File: src/rtl/seg_scan_ctrl.sv
// Eight-digit seven-segment scan controller with blanking dead-time.
// Optional leading-zero blanking: define SEG_SCAN_LZB_EN.
module seg_scan_ctrl #(
    parameter logic [15:0] CLK_DIV = 16'd50000,
    parameter logic [15:0] DEAD    = 16'd2
) (
    input  logic       clk,
    input  logic       rst_n,
    input  logic       wr_en,
    input  logic [2:0] wr_addr,
    input  logic [3:0] wr_data,
    input  logic [7:0] digit_en,
    output logic [6:0] cn,
    output logic [7:0] an,
    output logic [2:0] scan_idx,
    output logic       busy
);

    typedef enum logic [1:0] {
        IDLE,
        DEAD_T,
        LIT
    } state_t;

    state_t      state;
    state_t      state_nxt;
    logic [15:0] cnt;
    logic [15:0] cnt_nxt;
    logic [2:0]  idx_nxt;
    logic [7:0]  an_nxt;
    logic [6:0]  cn_nxt;
    logic        busy_nxt;
    logic [3:0]  dbuf [8];
    logic [3:0]  cur_val;
    logic        blank;

    function automatic logic [6:0] decode(input logic [3:0] v);
        logic [6:0] s;
        case (v)
            4'd0:    s = 7'h40;
            4'd1:    s = 7'h79;
            4'd2:    s = 7'h24;
            4'd3:    s = 7'h30;
            4'd4:    s = 7'h19;
            4'd5:    s = 7'h12;
            4'd6:    s = 7'h02;
            4'd7:    s = 7'h78;
            4'd8:    s = 7'h00;
            4'd9:    s = 7'h10;
            default: s = 7'h7F;
        endcase
        return s;
    endfunction

    assign cur_val = dbuf[scan_idx];

`ifdef SEG_SCAN_LZB_EN
    logic hi_nz;

    // Any enabled non-zero digit above the current slot stops blanking.
    always_comb begin
        hi_nz = 1'b0;
        for (int j = 1; j < 8; j++) begin
            if (3'(j) > scan_idx && digit_en[3'(j)] &&
                dbuf[3'(j)] != 4'd0)
                hi_nz = 1'b1;
        end
    end

    assign blank = (scan_idx != 3'd0) && (cur_val == 4'd0) && !hi_nz;
`else
    assign blank = 1'b0;
`endif

    // Digit buffer; a write lands on the next edge, later writes win.
    always_ff @(posedge clk or negedge rst_n) begin
        if (!rst_n) begin
            for (int i = 0; i < 8; i++)
                dbuf[i] <= 4'd0;
        end else if (wr_en) begin
            dbuf[wr_addr] <= wr_data;
        end
    end

    // Slot sequencing; the lit pattern is latched leaving DEAD_T.
    always_comb begin
        state_nxt = state;
        cnt_nxt   = cnt;
        idx_nxt   = scan_idx;
        an_nxt    = an;
        cn_nxt    = cn;
        unique case (state)
            IDLE: begin
                state_nxt = DEAD_T;
                cnt_nxt   = 16'd0;
                an_nxt    = 8'hFF;
                cn_nxt    = 7'h7F;
            end
            DEAD_T: begin
                cnt_nxt = cnt + 16'd1;
                if (cnt == DEAD - 16'd1) begin
                    state_nxt = LIT;
                    if (digit_en[scan_idx] && !blank) begin
                        an_nxt = ~(8'b1 << scan_idx);
                        cn_nxt = decode(cur_val);
                    end else begin
                        an_nxt = 8'hFF;
                        cn_nxt = 7'h7F;
                    end
                end
            end
            LIT: begin
                if (cnt == CLK_DIV - 16'd1) begin
                    state_nxt = DEAD_T;
                    cnt_nxt   = 16'd0;
                    idx_nxt   = scan_idx + 3'd1;
                    an_nxt    = 8'hFF;
                    cn_nxt    = 7'h7F;
                end else begin
                    cnt_nxt = cnt + 16'd1;
                end
            end
            default: begin
                state_nxt = IDLE;
                cnt_nxt   = 16'd0;
                an_nxt    = 8'hFF;
                cn_nxt    = 7'h7F;
            end
        endcase
        busy_nxt = (state_nxt != IDLE);
    end

    // State, counter and registered outputs.
    always_ff @(posedge clk or negedge rst_n) begin
        if (!rst_n) begin
            state    <= IDLE;
            cnt      <= 16'd0;
            scan_idx <= 3'd0;
            an       <= 8'hFF;
            cn       <= 7'h7F;
            busy     <= 1'b0;
        end else begin
            state    <= state_nxt;
            cnt      <= cnt_nxt;
            scan_idx <= idx_nxt;
            an       <= an_nxt;
            cn       <= cn_nxt;
            busy     <= busy_nxt;
        end
    end

endmodule
File: config.mk
export PLATFORM = sky130hd
export DESIGN_NAME = seg_scan_ctrl
export DESIGN_NICKNAME = d
export VERILOG_FILES = /design/src/rtl/seg_scan_ctrl.sv
export SDC_FILE = /design/constraint.sdc
export NUM_CORES = 1
export LEC_CHECK = 0
export CAP_MARGIN = 20
export CORE_MARGIN = 3
export CORE_UTILIZATION = 55
export DETAILED_ROUTE_END_ITERATION = 8
export PLACE_DENSITY = 0.8
export SYNTH_ARGS = -nofsm -noshare
export SYNTH_HDL_FRONTEND = slang
export SYNTH_SLANG_ARGS = --single-unit
File: constraint.sdc
create_clock -name clk -period 2.44 [get_ports clk]
set_input_delay 0.488 -clock clk [delete_from_list [all_inputs] [get_ports clk]]
set_output_delay 0.488 -clock clk [all_outputs]
set_load 0.02 [all_outputs]
==> metrics.txt <==
run status=finished clean; cts repair resizes=0; initial core utilization=around three fifths; initial antenna violation count=0; Total GRT Usage=a little under 20%; Die Ht=85.77 um; Final Cycle Share=between 80% and 90%; clk_lat worst skew=0.34 ns; vias per inst=roughly 5.6; Reg clk slew, reported paths=0.07 ns; die area=7356 um^2; die width=85.77 um; first-pass GRT wire length=roughly 11,000 um; Final Routed Wirelength=6478 um; flops & latches, synth=69; power per cell area=612.2 nW/um^2; DR vias=2,271; Comb pwr share=16.4%; maxcap violations=0; Slew Limit Headroom=67.25%; P_leak=roughly 0.0018 uW; YS warnings=0; post-synth cell types=40; fraction of layout cells with a size suffix above 1=27.33%; largest net degree at the start of global routing=70; Final nets=around 360; TritonCTS clock tree=done; H-tree depth=3; Flop pwr share=52.5%; TritonCTS Buffers=9; Post-synth ARST share=100.0%; P_int=roughly 1900 uW; Fin. Hold Viols=0; area grow syn2layout=19.41%; number of global-route vias before repair=2,348; sequential area share after synthesis=approximately half; I/O Buffers=36; CTS sink cnt=69; most common cell after layout, fill and taps aside=dfrtp_1; GPL Wtd Cong=0.7756; IO Pins=37; Crit path required time=2.69 ns; switching pwr=645.5 uW; crit-path max FO=10; CTS max path bufs=2; worst hold path type=primary input to async pin; overall power=2558 uW; Detail Route Antenna Nets=0; Synth Instances=275; final worst path period need=between 2 and 2.5 ns; number of diodes=0; worst ir drop on vdd=0.4006 mV; Crit Path Class=flip-flop to flip-flop; GRT overflow=0; DP Area=approximately 4000 um^2; Data arrival, critical path=roughly 2.4 ns; Synth Flop Type=dfrtp_1; Syn Nets=311; Core Area=between 6000 and 7000 um^2; DRT iter0 DRCs=85; setup_tns=0 ns; Critical Path End Type=flip-flop; Detailed Routing Iterations Pass 1=4; average size of a mapped cell=12.73 um^2; most frequent cells in the layout=dfrtp_1 (54), clkdlybuf4s50_1 (35), mux2_2 (33); worst slew pin tran=between 0.4 and 0.5 ns; Max Clk Rate=457.5 MHz; # DRC=0; Setup crit start kind=flip-flop; # rows=28; CTS Root Cell=clkbuf_8; DR WL/cell=15.88 um; number of enable flip-flop cells after synthesis=0; Final setup viols=0; HPWL after DPL=~4600 um; hold buffer count at CTS=0; clock power share=between 30% and 40%; Final Instance Area=4179 um^2; Slew Limit Fails=0; synthesized cell area=3500 um^2; fillcell total=410; unrepaired setup endpoints after global routing=false; post-CTS setup buffers=0; clock skew=approximately 0.0073 ns; Sw Ratio=25.23%
## cell usage after synthesis, types with 2 or more instances
| master | n | area (um^2) |
|---|---|---|
| clkbuf_1 | 2 | 7.510 |
| nor3b_1 | 2 | 15.01 |
| mux2i_1 | 4 | 40.04 |
| a21o_1 | 2 | 15.01 |
| nand3_1 | 13 | 65.06 |
| o21ai_0 | 5 | 25.02 |
| a2bb2oi_1 | 9 | 78.83 |
| mux2_2 | 33 | 371.6 |
| nor4_1 | 2 | 12.51 |
| xor2_1 | 8 | 70.07 |
| nand4_1 | 6 | 37.54 |
| and2_1 | 4 | 25.02 |
| nor2_1 | 23 | 86.33 |
| mux4_2 | 10 | 225.2 |
| dfstp_2 | 15 | 394.1 |
| dfrtp_1 | 54 | 1351 |
| nor3_1 | 4 | 20.02 |
| ha_1 | 18 | 225.2 |
| inv_1 | 14 | 52.55 |
| xnor2_1 | 7 | 61.31 |
| nand2_1 | 6 | 22.52 |
| a21oi_1 | 4 | 20.02 |
| mux2_1 | 6 | 67.56 |
| nand4b_1 | 3 | 26.28 |
| buf_4 | 2 | 15.01 |
| and3_1 | 5 | 31.28 |
## critical path, cell delays in order (launching register included)
cell and delay, ns:
dfrtp_1 0.33, buf_4 0.21, mux4_2 0.54, mux2i_2 0.28, inv_1 0.11, ha_1 0.19
and2_1 0.14, o21ai_0 0.20, a2bb2oi_1 0.09
## kinds of logic after synthesis
group           count (synthesis)  synth area share (%)
compound gates                 24                 4.898
xor+xnor                       15                 3.754
fa+ha+maj                      18                 6.436
buf+inv                        21                 2.717
flops                          69                 49.88
mux                            54                 20.77
simple gates                   74                 11.55
## routing by layer
metal / wire length [um] / vias to the layer above / track usage (%)
met5: 0 / - / 0
met4: 108 / 0 / 8.633
met3: 269 / 10 / 4.035
met2: 2947 / 45 / 29.66
met1: 3153 / 1125 / 27.75
li1: - / 1091 / -
## cell type report
cell class	count	area, um^2	share of cell area, %
multi-input combinational	185	1663	39.79
tap	75	93.84	2.246
sequential	69	1745	41.77
inverter	15	56.30	1.347
timing repair buffer	48	457.9	10.96
clock buffer	14	152.6	3.653
clock inverter	2	10.01	0.2395
## flip-flops by register name, summed over array words and instances, names as in the netlist
signal / cells
dbuf: 32
cnt: 16
an: 8
cn: 7
scan_idx: 3
state: 2
busy: 1
## through the flow
step | hold WS, ns | instances | utilization [%] | worst slack (ns)
finish | 0.1528 | 408 | 69.35 | 0.2544
global route | 0.1980 | 408 | 69.35 | 0.08626
CTS | 0.1733 | 408 | 69.29 | 0.1642
detailed placement | 0.4908 | 392 | 66.59 | 0.1886
global placement | 0.4835 | 392 | 66.59 | 0.2761
floorplan | 0.1924 | 275 | - | 0.1702
## power groups by stage
| stage | clock network [uW] | registers (uW) | logic (uW) |
|---|---|---|---|
| after floorplan | 0 | 1350 | 267 |
| after global placement | 0 | 1360 | 404 |
| after detailed placement | 0 | 1360 | 418 |
| after CTS | 816 | 1340 | 420 |
| after global routing | 862 | 1360 | 461 |
| final | 795 | 1340 | 419 |
## final timing paths
check	start	endpoint	slack, ns	depth (start not counted)
min in group clk	cn[0]	cn[0]	0.50	1
worst min register to register	cn[0]	cn[0]	0.50	1
worst max-delay path	scan_idx[0]	cn[3]	0.25	8
worst min-delay path	rst_n	state[0]	0.15	2
max in group asynchronous	rst_n	cn[2]	1.96	2
worst max register to register	scan_idx[0]	cn[3]	0.25	8
No activity file was read; power rests on OpenSTA's default activity.
